## config.mk

```make
export PLATFORM = sky130hd
export DESIGN_NAME = fifo_word_packer_flat
export DESIGN_NICKNAME = d
export VERILOG_FILES = /design/src/rtl/fifo_word_packer_if.sv /design/src/rtl/fifo_word_packer.sv /design/src/flat_wrapper.sv
export SDC_FILE = /design/constraint.sdc
export NUM_CORES = 1
export LEC_CHECK = 0
export CAP_MARGIN = 20
export CORE_AREA = 2 2 66 68
export CTS_BUF_LIST = sky130_fd_sc_hd__clkbuf_4 sky130_fd_sc_hd__clkbuf_8
export DETAILED_ROUTE_END_ITERATION = 7
export DIE_AREA = 0 0 68 70
export GPL_ROUTABILITY_DRIVEN = 0
export PLACE_DENSITY = 0.81
export RECOVER_POWER = 25
export SYNTH_ARGS = -nofsm -noshare
export SYNTH_HDL_FRONTEND = slang
export SYNTH_SLANG_ARGS = --single-unit
```

## constraint.sdc

```tcl
create_clock -name clk_i -period 2.45 [get_ports clk_i]
set_clock_uncertainty 0.2 [all_clocks]
set_input_delay 0.49 -clock clk_i [delete_from_list [all_inputs] [get_ports clk_i]]
set_output_delay 0.49 -clock clk_i [all_outputs]
set_load 0.02 [all_outputs]
```

## src/rtl/fifo_word_packer_if.sv

```systemverilog
`default_nettype none
// ============================================================================
// Module   : fifo_word_packer_if
// Brief    : FIFO read-port and packed-word output bundle for fifo_word_packer.
// Revision : 1.0 - initial release
// ============================================================================
interface fifo_word_packer_if #(
    parameter int WIDTH = 8,
    parameter int PACK  = 4
);
    localparam int OUT_WIDTH = WIDTH * PACK;
    localparam int CNT_WIDTH = $clog2(PACK + 1);

    logic                 fifo_empty_i;
    logic [WIDTH-1:0]     fifo_rdata_i;
    logic                 fifo_rd_en_o;
    logic                 flush_i;
    logic                 out_valid_o;
    logic                 out_ready_i;
    logic [OUT_WIDTH-1:0] out_data_o;
    logic [CNT_WIDTH-1:0] out_count_o;
    logic                 busy_o;

    modport master (
        input  fifo_empty_i, fifo_rdata_i, flush_i, out_ready_i,
        output fifo_rd_en_o, out_valid_o, out_data_o, out_count_o, busy_o
    );

    modport slave (
        output fifo_empty_i, fifo_rdata_i, flush_i, out_ready_i,
        input  fifo_rd_en_o, out_valid_o, out_data_o, out_count_o, busy_o
    );
endinterface
`default_nettype wire

```

## src/rtl/fifo_word_packer.sv

```systemverilog
`default_nettype none
// ============================================================================
// Module   : fifo_word_packer
// Brief    : Drains a byte FIFO and packs PACK entries per valid/ready word.
// Revision : 1.0 - initial release
// ============================================================================
module fifo_word_packer #(
    parameter int WIDTH = 8,
    parameter int PACK  = 4
) (
    input  wire logic            clk_i,
    input  wire logic            rst_i,
    fifo_word_packer_if.master   bus
);
    localparam int OUT_WIDTH = WIDTH * PACK;
    localparam int CNT_WIDTH = $clog2(PACK + 1);
    localparam logic [CNT_WIDTH-1:0] c_pack_cnt = CNT_WIDTH'(PACK);
    localparam logic [CNT_WIDTH:0]   c_pack_ext = (CNT_WIDTH + 1)'(PACK);

    typedef enum logic [0:0] {
        ST_FILL = 1'b0,
        ST_HOLD = 1'b1
    } state_t;

    state_t               state_q,      state_d;
    logic [CNT_WIDTH-1:0] lane_cnt_q,   lane_cnt_d;
    logic                 rd_pend_q,    rd_pend_d;
    logic                 flush_pend_q, flush_pend_d;
    logic                 out_valid_q,  out_valid_d;
    logic [CNT_WIDTH-1:0] out_count_q,  out_count_d;
    logic [OUT_WIDTH-1:0] data_q,       data_d;

    logic                 w_pop;
    logic [CNT_WIDTH:0]   w_occ;
    logic [CNT_WIDTH-1:0] w_cnt_inc;

    always_comb begin
        state_d      = state_q;
        lane_cnt_d   = lane_cnt_q;
        flush_pend_d = flush_pend_q | bus.flush_i;
        out_valid_d  = out_valid_q;
        out_count_d  = out_count_q;
        data_d       = data_q;

        // Lanes held plus the entry still in flight must leave room for one more.
        w_occ     = {1'b0, lane_cnt_q} + {{CNT_WIDTH{1'b0}}, rd_pend_q};
        w_pop     = (state_q == ST_FILL) && !bus.fifo_empty_i && !flush_pend_q
                    && (w_occ < c_pack_ext) && !rst_i;
        w_cnt_inc = lane_cnt_q + CNT_WIDTH'(1);
        rd_pend_d = w_pop;

        case (state_q)
            ST_FILL: begin
                if (rd_pend_q) begin
                    for (int k = 0; k < PACK; k++) begin
                        if (lane_cnt_q == CNT_WIDTH'(k)) begin
                            data_d[k*WIDTH +: WIDTH] = bus.fifo_rdata_i;
                        end
                    end
                    lane_cnt_d = w_cnt_inc;
                    if (w_cnt_inc == c_pack_cnt) begin
                        state_d     = ST_HOLD;
                        out_valid_d = 1'b1;
                        out_count_d = c_pack_cnt;
                        if (flush_pend_q) begin
                            flush_pend_d = bus.flush_i;
                        end
                    end
                end else if (flush_pend_q) begin
                    flush_pend_d = bus.flush_i;
                    if (lane_cnt_q != '0) begin
                        state_d     = ST_HOLD;
                        out_valid_d = 1'b1;
                        out_count_d = lane_cnt_q;
                    end
                end
            end
            ST_HOLD: begin
                // Pending flush survives the accept and is judged against empty lanes.
                if (bus.out_ready_i) begin
                    state_d     = ST_FILL;
                    out_valid_d = 1'b0;
                    out_count_d = '0;
                    lane_cnt_d  = '0;
                    data_d      = '0;
                end
            end
            default: begin
                state_d = ST_FILL;
            end
        endcase
    end

    always_ff @(posedge clk_i or posedge rst_i) begin
        if (rst_i) begin
            state_q      <= ST_FILL;
            lane_cnt_q   <= '0;
            rd_pend_q    <= 1'b0;
            flush_pend_q <= 1'b0;
            out_valid_q  <= 1'b0;
            out_count_q  <= '0;
            data_q       <= '0;
        end else begin
            state_q      <= state_d;
            lane_cnt_q   <= lane_cnt_d;
            rd_pend_q    <= rd_pend_d;
            flush_pend_q <= flush_pend_d;
            out_valid_q  <= out_valid_d;
            out_count_q  <= out_count_d;
            data_q       <= data_d;
        end
    end

    assign bus.fifo_rd_en_o = w_pop;
    assign bus.out_valid_o  = out_valid_q;
    assign bus.out_data_o   = data_q;
    assign bus.out_count_o  = out_count_q;
    assign bus.busy_o       = (lane_cnt_q != '0) | rd_pend_q | flush_pend_q | out_valid_q;
endmodule
`default_nettype wire

```

## src/flat_wrapper.sv

```systemverilog
// flat-port wrapper written by rule: the top's interface ports become plain ports
module fifo_word_packer_flat 
#(
    parameter int WIDTH = 8,
    parameter int PACK  = 4
)
  (clk_i, rst_i, bus_fifo_empty_i, bus_fifo_rdata_i, bus_flush_i, bus_out_ready_i, bus_fifo_rd_en_o, bus_out_valid_o, bus_out_data_o, bus_out_count_o, bus_busy_o);
  fifo_word_packer_if #(.WIDTH(WIDTH), .PACK(PACK)) bus_i ();
  input  wire logic clk_i;
  input  wire logic rst_i;
  input wire logic [$bits(bus_i.fifo_empty_i)-1:0] bus_fifo_empty_i;
  input wire logic [$bits(bus_i.fifo_rdata_i)-1:0] bus_fifo_rdata_i;
  input wire logic [$bits(bus_i.flush_i)-1:0] bus_flush_i;
  input wire logic [$bits(bus_i.out_ready_i)-1:0] bus_out_ready_i;
  output wire logic [$bits(bus_i.fifo_rd_en_o)-1:0] bus_fifo_rd_en_o;
  output wire logic [$bits(bus_i.out_valid_o)-1:0] bus_out_valid_o;
  output wire logic [$bits(bus_i.out_data_o)-1:0] bus_out_data_o;
  output wire logic [$bits(bus_i.out_count_o)-1:0] bus_out_count_o;
  output wire logic [$bits(bus_i.busy_o)-1:0] bus_busy_o;
  assign bus_i.fifo_empty_i = bus_fifo_empty_i;
  assign bus_i.fifo_rdata_i = bus_fifo_rdata_i;
  assign bus_i.flush_i = bus_flush_i;
  assign bus_i.out_ready_i = bus_out_ready_i;
  assign bus_fifo_rd_en_o = bus_i.fifo_rd_en_o;
  assign bus_out_valid_o = bus_i.out_valid_o;
  assign bus_out_data_o = bus_i.out_data_o;
  assign bus_out_count_o = bus_i.out_count_o;
  assign bus_busy_o = bus_i.busy_o;
  fifo_word_packer #(.WIDTH(WIDTH), .PACK(PACK)) u_core (.clk_i(clk_i), .rst_i(rst_i), .bus(bus_i));
endmodule
```

==> summary.md <==
- 4140 sq um — core region area
- 0.192 — ratio of cells with drive above 1 in the final layout
- 172 — synthesized instance count
- 31 — Cell variety after synth
- 1690 ps — Arrival @ worst endpoint
- 0 ps — setup TNS
- yes — CTS tree
- primary output — CP Capture Type
- 1,359 — via count of the first global-routing pass
- 0.339 — Slew HR
- 2 — top fanout value on the critical path
- 51 — io pins
- finished clean — run status
- 2550 sq um — area after detailed placement
- 1980 sq um — Post-Synthesis Cell Area
- 70 ps — clock-pin slew on the worst setup and hold paths
- 0 — remaining antenna violation count
- 2 — number of H-tree levels
- 4.00 mm — total routed wirelength
- 70 um — height of the chip
- flip-flop to primary output — critical path type
- 2.74 mW — overall power of the completed layout
- 50 — IO buf count
- 1760 ps — Critical Path RT
- 4.91 — via count normalized by instance count
- 356 — Filler cells
- 0.530 — sequential element share of the synthesized area
- input port to asynchronous set/reset pin — min-delay worst type
- 0 — final setup violating endpoints
- u_core.lane_cnt_q[2]$_DFFE_PP0P_ — launching instance or port of the critical path
- dfrtp_1 — most common cell in the synthesized netlist
- 0 — overflow left after global routing
- 1,405 — vias after detailed routing
- dfrtp_1, nand2_1, o21ai_0 — most frequent cells after synthesis
- 0.971 — final worst path period share
- 0.530 — fraction of synthesized cell area taken by the top area cell type
- 42 — largest net degree at the start of global routing
- 68 um — die width
- 1.18 nW — leakage power summed over all cells
- 276 — placed insts
- flip-flop — type of element launching the critical path
- 65 — First DRT Iteration DRCs
- 251 — final net count
- 11.5 sq um — average instance area after synthesis
- 33.9% — Area growth syn-to-layout
- 6.65 mm — global-route wire length before repair
- 991 ps — pin slew with the least headroom to its limit
- 2650 sq um — summed area of non-filler cells in the final layout
- 14.0 um — wire length per cell after detailed routing
- 2 — maximum clock path buffer count
- 4 — number of detailed-route iterations in the first pass
- 286 — number of non-filler instances in the completed layout
- 2380 ps — shortest period the worst path allows
- dfrtp_1 — largest area contributor in the synthesized netlist
- 4760 sq um — total die area
- 0 — max-cap check violation count
- 0 — total count of hold-check failures in the final report
- 0.186 — global-route usage over all layers
- 42 — clock sink total
- clkbuf_8 — cell at the root of the clock tree
- dfrtp_1 — most used flip-flop cell after synthesis
- 0.334 mV — largest voltage drop on the vdd net
- 0 — DRC Markers
- 0 — Final Max Slew Viols
- u_core.lane_cnt_q[2]$_DFFE_PP0P_ — worst r2r src
- 0 — number of enable-type register cells in the synthesized netlist
- 1030 nW/um^2 — power density over the cells
- 0 — diode insertion count for antenna repair
- 0.478 — Initial Util
- 42 — number of synthesized register bits
- 190 — post-synth net total
- 290 ps — worst skew pair latency
- 0 — number of antenna violations at the first check in global routing
- dfrtp_1, nand2_1, mux2_4 — Synth area leaders
- 3.00 mm — DP HPWL
- 5 — TritonCTS Buffers
- 420 MHz — FMAX
- 24 — number of cell rows
- 0 — total of warnings raised by yosys
- 1.00 — Synth async-reset ratio
-- registers in the layout (all words and copies together) (netlist names) --
| register | cells |
|---|---|
| u_core.state_q | 1 |
| u_core.bus.out_valid_o | 1 |
| u_core.rd_pend_q | 1 |
| u_core.bus.out_data_o | 32 |
| u_core.flush_pend_q | 1 |
| u_core.bus.out_count_o | 3 |
| u_core.lane_cnt_q | 3 |
-- kinds of logic (layout without fill, tap and decap cells) --
group,after synthesis,count (layout),synth area share
simple gates,59,59,0.155
flops,42,42,0.530
compound gates,28,28,0.0985
mux,21,21,0.131
buf+inv,16,78,0.0492
fa+ha+maj,5,5,0.0316
xor+xnor,1,1,0.00442
-- cell type report --
type	count	area [sq um]	area share
flip-flops and latches	42	1050	0.396
multi-input cells	114	833	0.314
repair buffers	61	576	0.217
clock buffers	7	90.1	0.0339
well taps	52	65.1	0.0245
inverters	9	33.8	0.0127
clock inverters	1	5.00	0.00189
-- stage by stage --
step / worst slack [ps] / utilization / hold slack, ps
global route: -3.07 / 0.640 / 331
CTS: 19.6 / 0.637 / 182
finish: 71.2 / 0.640 / 312
global placement: -407 / 0.616 / 295
detailed placement: -428 / 0.616 / 298
floorplan: 278 / - / 346
-- final timing paths --
kind                       slack (ps)  cells after the start                               endpoint
max reg2reg                       450                      7  u_core.bus.out_data_o[25]$_DFFE_PP0P_
max in group asynchronous         620                      3       u_core.lane_cnt_q[0]$_DFFE_PP0P_
min reg2reg                       310                      1  u_core.bus.out_data_o[29]$_DFFE_PP0P_
max                                70                      3                       bus_fifo_rd_en_o
min in group clk_i                310                      1  u_core.bus.out_data_o[29]$_DFFE_PP0P_
min                               310                      2             u_core.rd_pend_q$_DFF_PP0_
-- layer usage --
metal  share of wire  vias up  track usage
met5               0        -            0
met1            0.47      679        0.258
li1                -      693            -
met2            0.48       27        0.283
met3           0.036        6       0.0483
met4           0.016        0       0.0600
-- worst max-delay path, stage by stage (launching register included) --
cell and delay, ps:
dfrtp_1 390, or4_4 540, a311oi_2 290, buf_4 190
-- cell usage in the layout, fill, tap and decap left out, types with 2 or more instances in the layout --
| master | instances |
|---|---|
| o21ai_0 | 19 |
| o22ai_1 | 2 |
| ha_1 | 5 |
| nand2b_1 | 2 |
| inv_1 | 9 |
| mux2_2 | 8 |
| dfrtp_1 | 42 |
| mux2_4 | 8 |
| nor2b_1 | 5 |
| and2b_1 | 5 |
| clkbuf_8 | 6 |
| dlygate4sd3_1 | 2 |
| buf_4 | 10 |
| and4bb_4 | 2 |
| mux2i_1 | 5 |
| clkdlybuf4s50_1 | 45 |
| nand2_1 | 38 |
-- what timing repair did --
action / 4_1_cts / 5_1_grt
setup endpoints to repair: 2 / 1
resized for setup: 5 / 2
buffers inserted: 0 / 2
pin swaps: 0 / 2
endpoints found under the hold margin: 0 / 0
hold buffers: 0 / 0
cloned: 0 / 0
-- power breakdown --
part	switching, mW	internal (mW)
Sequential	0.103	0.881
Clock	0.229	0.238
Combinational	0.624	0.664
No activity file was read; power rests on OpenSTA's default activity.
==> edit 1, RTL diff (same settings) <==
`data_q` no longer has a reset.
--- a/src/rtl/fifo_word_packer.sv
+++ b/src/rtl/fifo_word_packer.sv
@@ -101,3 +101,2 @@
             out_count_q  <= '0;
-            data_q       <= '0;
         end else begin
@@ -109,4 +108,7 @@
             out_count_q  <= out_count_d;
-            data_q       <= data_d;
         end
+    end
+
+    always_ff @(posedge clk_i) begin
+        data_q <= data_d;
     end
Behaviour: differs if rst_i is asserted again (counterexample within 4 cycles, from zero or initial values and one cycle with rst_i high); with rst_i held inactive, the same outputs for 10 cycles.
==> edit 1 against the original RTL <==
Sequential power grew 9%; register-to-register slack is essentially flat; core utilization shrank 8.2 points; highest routed layer unchanged; fmax grew 0.56%; final area shrank 13%; first-iteration DRC count shrank 9.2%; final cell count shrank 25%; area after synthesis shrank 19%; worst setup slack gained 13 ps; wire length shrank 23%; via count shrank 26%; non-clock buffer count shrank 5; total power shrank 9.3%; sequential cell count is the same.
==> edit 1: results (changes against the original RTL) <==
worst reg-to-reg path cell count - 4 (-3)
number of CTS-inserted buffers - 5 (unchanged)
Port-buffer cells - 50 (unchanged)
asr flop ratio synth - 23.81% (-76 points)
Total GRT Usage - 13.90% (-4.7 points)
top post-synthesis cells by count - edfxtp_1, nor2b_1, dfrtp_1
vias - 1041 (-26%)
CTS Hold Bufs - 0 (unchanged)
Net count, final - 180 (-28%)
DP HPWL - 2.318 mm (-23%)
sequential fraction of the synthesis area - 75.21% (+22 points)
outcome - finished clean
library cells used by synthesis - 24 (-23%)
fin cells - 215 (-25%)
worst skew pair latency - 290 ps (about the same)
Worst-path clk slew - 70 ps (about the same)
largest cells by area after synthesis - edfxtp_1, dfrtp_1, nor2b_1
first-pass GRT wire length - 4.740 mm (-29%)
HP Class - in -> reg
pin count of the biggest net entering global routing - 19 (-55%)
Cells after DPL - 207 (-25%)
worst rel slew slack - 71.21% (+37 points)
Pleak - 0.8721 nW (-26%)
layout cells sized above 1 - 11.66% (-7.6 points)
overall routed net length - 3.086 mm (-23%)
Peak VDD IR - 0.0004328 V (+30%)
Syn Area/Cell - 15.94 um2 (+38%)
Ys Warns - 0 (unchanged)
crit-path max FO - 2 (unchanged)
initial DRC count - 59 (-9.2%)
RR Endpoint - u_core.bus.out_data_o[11]$_SDFFCE_PP0P_
syn_nets - 119 (-37%)
worst r2r src - u_core.state_q$_DFF_PP0_
fillcell total - 334 (-6.2%)
EDFF count, synth - 32 (+32)
edit 1: cell types whose count changed after synthesis, sizes merged, moves of 2 or more:
cell | before | now
and2b | 6 | 0
edfxtp | 0 | 32
inv | 9 | 6
mux2 | 16 | 0
buf | 6 | 1
a22o | 0 | 2
o21ai | 21 | 7
dfrtp | 42 | 10
nand3 | 0 | 5
and4bb | 2 | 0
nand2b | 3 | 5
mux2i | 5 | 2
nand2 | 39 | 3
nor2b | 5 | 11
edit 1: kinds of logic (layout without fill, tap and decap cells):
family                   count (synthesis)  after routing  synth area share (%)
AND/OR/NAND/NOR                         30             30                 11.34
flip-flops                              42             42                 75.21
buffers and inverters                    8             70                 2.331
adder cells (fa/ha/maj)                  5              5                 3.885
multiplexers                             2              2                 1.243
AO/OA/AOI/OAI                           14             14                 5.983
edit 1: area by class of cell:
class	instances	area share [%]
flip-flops and latches	42	52.32
repair buffers	56	23.35
multi-input cells	51	15.62
clock buffers	6	3.297
well taps	52	2.811
clock inverters	2	1.622
inverters	6	0.9730
edit 1: per-layer routing:
layer / GRT usage, % / up-vias / wire [um]
met3: 4.992 / 4 / 231
met5: 0 / - / 0
li1: - / 488 / -
met4: 4.000 / 0 / 37
met1: 16.85 / 497 / 1238
met2: 22.98 / 52 / 1578
edit 1: how the worst max path moves through the flow:
stage                                     start  cells after the start          endpoint  slack, ps
6_report       u_core.lane_cnt_q[2]$_DFFE_PP0P_                      3  bus_fifo_rd_en_o         80
5_1_grt        u_core.lane_cnt_q[2]$_DFFE_PP0P_                      3  bus_fifo_rd_en_o         10
4_1_cts                        bus_fifo_empty_i                      4  bus_fifo_rd_en_o          7
3_5_place_dp                   bus_fifo_empty_i                      4  bus_fifo_rd_en_o       -440
3_3_place_gp                   bus_fifo_empty_i                      4  bus_fifo_rd_en_o       -400
2_1_floorplan          u_core.state_q$_DFF_PP0_                      3  bus_fifo_rd_en_o        370
edit 1: where the power goes:
part | internal, mW | switching [mW]
clock | 0.315 | 0.218
sequential | 1.00 | 0.0666
combinational | 0.382 | 0.503
total | 1.70 | 0.788
edit 1: what timing repair did:
item / in CTS / in global routing
gates resized for setup: 8 / 2
endpoints found under the setup margin: 2 / 1
pin swaps: 0 / 1
edit 1: worst max-delay path: stages, from the launching register on:
cell and delay [ps]:
dfrtp_1 380, or4_4 530, a311oi_2 290, buf_4 190
edit 1: stage by stage:
stage	hold slack, ps	worst slack (ps)	utilization (%)	total power [mW]	cell area (um2)
2_1_floorplan	130.2	367.3	-	1.565	1610
4_1_cts	341.5	7.026	55.74	2.515	2310
3_5_place_dp	335.0	-440.8	53.23	1.986	2206
6_report	288.3	84.34	55.86	2.485	2315
5_1_grt	292.7	9.979	55.86	2.634	2315
3_3_place_gp	324.6	-397.7	53.23	1.956	2206
==> edit 2, RTL diff (same flow settings) <==
Made on the original files. `WIDTH` is set to 8 in 3 places; all go to 12.
--- a/src/rtl/fifo_word_packer_if.sv
+++ b/src/rtl/fifo_word_packer_if.sv
@@ -7,3 +7,3 @@
 interface fifo_word_packer_if #(
-    parameter int WIDTH = 8,
+    parameter int WIDTH = 12,
     parameter int PACK  = 4
--- a/src/rtl/fifo_word_packer.sv
+++ b/src/rtl/fifo_word_packer.sv
@@ -7,3 +7,3 @@
 module fifo_word_packer #(
-    parameter int WIDTH = 8,
+    parameter int WIDTH = 12,
     parameter int PACK  = 4
--- a/src/flat_wrapper.sv
+++ b/src/flat_wrapper.sv
@@ -3,3 +3,3 @@
 #(
-    parameter int WIDTH = 8,
+    parameter int WIDTH = 12,
     parameter int PACK  = 4
Interface: changed (resized bus_fifo_rdata_i and bus_out_data_o); port bits go from 51 to 71. No check against the original RTL was run, so the function may have changed too.
==> edit 2 against the original RTL <==
The run now ends with setup timing left; area after synthesis is 29% higher; combinational power is 57% higher; total power is 56% higher; worst setup slack worse by 72 ps; worst hold slack worse by 35 ps; final cell count is 15% higher; wire length is 47% higher; final area is 34% higher; sequential cell count is 16 higher; highest routed layer unchanged.
==> edit 2: results (changes against the original RTL) <==
vias - 1802 (+28%)
final worst setup slack - -0.4523 ps (-71.62 ps)
vias in the first global route - 1957 (+44%)
sequential logic power - 1.46 mW (+48%)
CTS sink cnt - 58 (+38%)
nonclk buf count - 84 (+38%)
outcome - complete, but fails checks
final-layout clock buffer total - 12 (+5)
violated checks - setup timing
Pleak - 1.658 nW (+40%)
HP Class - in -> reg
pin count of the biggest net entering global routing - 28 (-33%)
Total GRT Usage - 28.14% (+9.5 points)
max FFs per register - 48 (+50%)
Placement Setup Slack - -506.1 ps (-77.77 ps)
layout cells sized above 1 - 27.34% (+8.1 points)
Min Hold Slack - 277.2 ps (-35.10 ps)
endpoints failing setup - 1 (+1)
Placed Area - 3377 um2 (+32%)
number of CTS-inserted buffers - 9 (+4)
Data buffer area share - 22.81% (+1.1 points)
Internal Power - 2.738 mW (+53%)
largest cells by area after synthesis - dfrtp_1, mux2_2, mux2_4
Crit. Startpoint - u_core.state_q$_DFF_PP0_
sequential fraction of the synthesis area - 56.95% (+3.9 points)
multi-input gate count - 112 (-1.8%)
worst skew pair latency - 320 ps (+30 ps)
Synth Instances - 188 (+9.3%)
final core utilization - 85.78% (+22 points)
Net count, final - 296 (+18%)
r2r setup slk - 380 ps (-70 ps)
edit 2: changes by cell type in the layout (fill, tap and decap cells not counted), sizes merged, moves of 6 or more:
cell / unedited run / this run
clkdlybuf4s50: 45 / 66
and2b: 6 / 0
mux2: 16 / 36
a22o: 0 / 8
dfrtp: 42 / 58
o21ai: 21 / 10
nand2: 39 / 11
clkbuf: 9 / 15
nor2b: 5 / 16
edit 2: routing by layer:
metal  up-vias  GRT usage [%]  share of wire, %
met5         -              0                 0
met4         0          9.111               1.1
met3        10          8.535               5.0
met2        67          43.69                50
met1       897          37.61                44
li1        828              -                 -
edit 2: logic make-up (layout without fill, tap and decap cells):
group,after synthesis,count (layout),share of synthesized area [%]
AOI/OAI and AO/OA,28,28,8.396
adders and majority gates,5,5,2.455
buffers and inverters,18,108,3.681
DFF,58,58,56.95
muxes,42,42,19.73
and+or+nand+nor,37,37,8.788
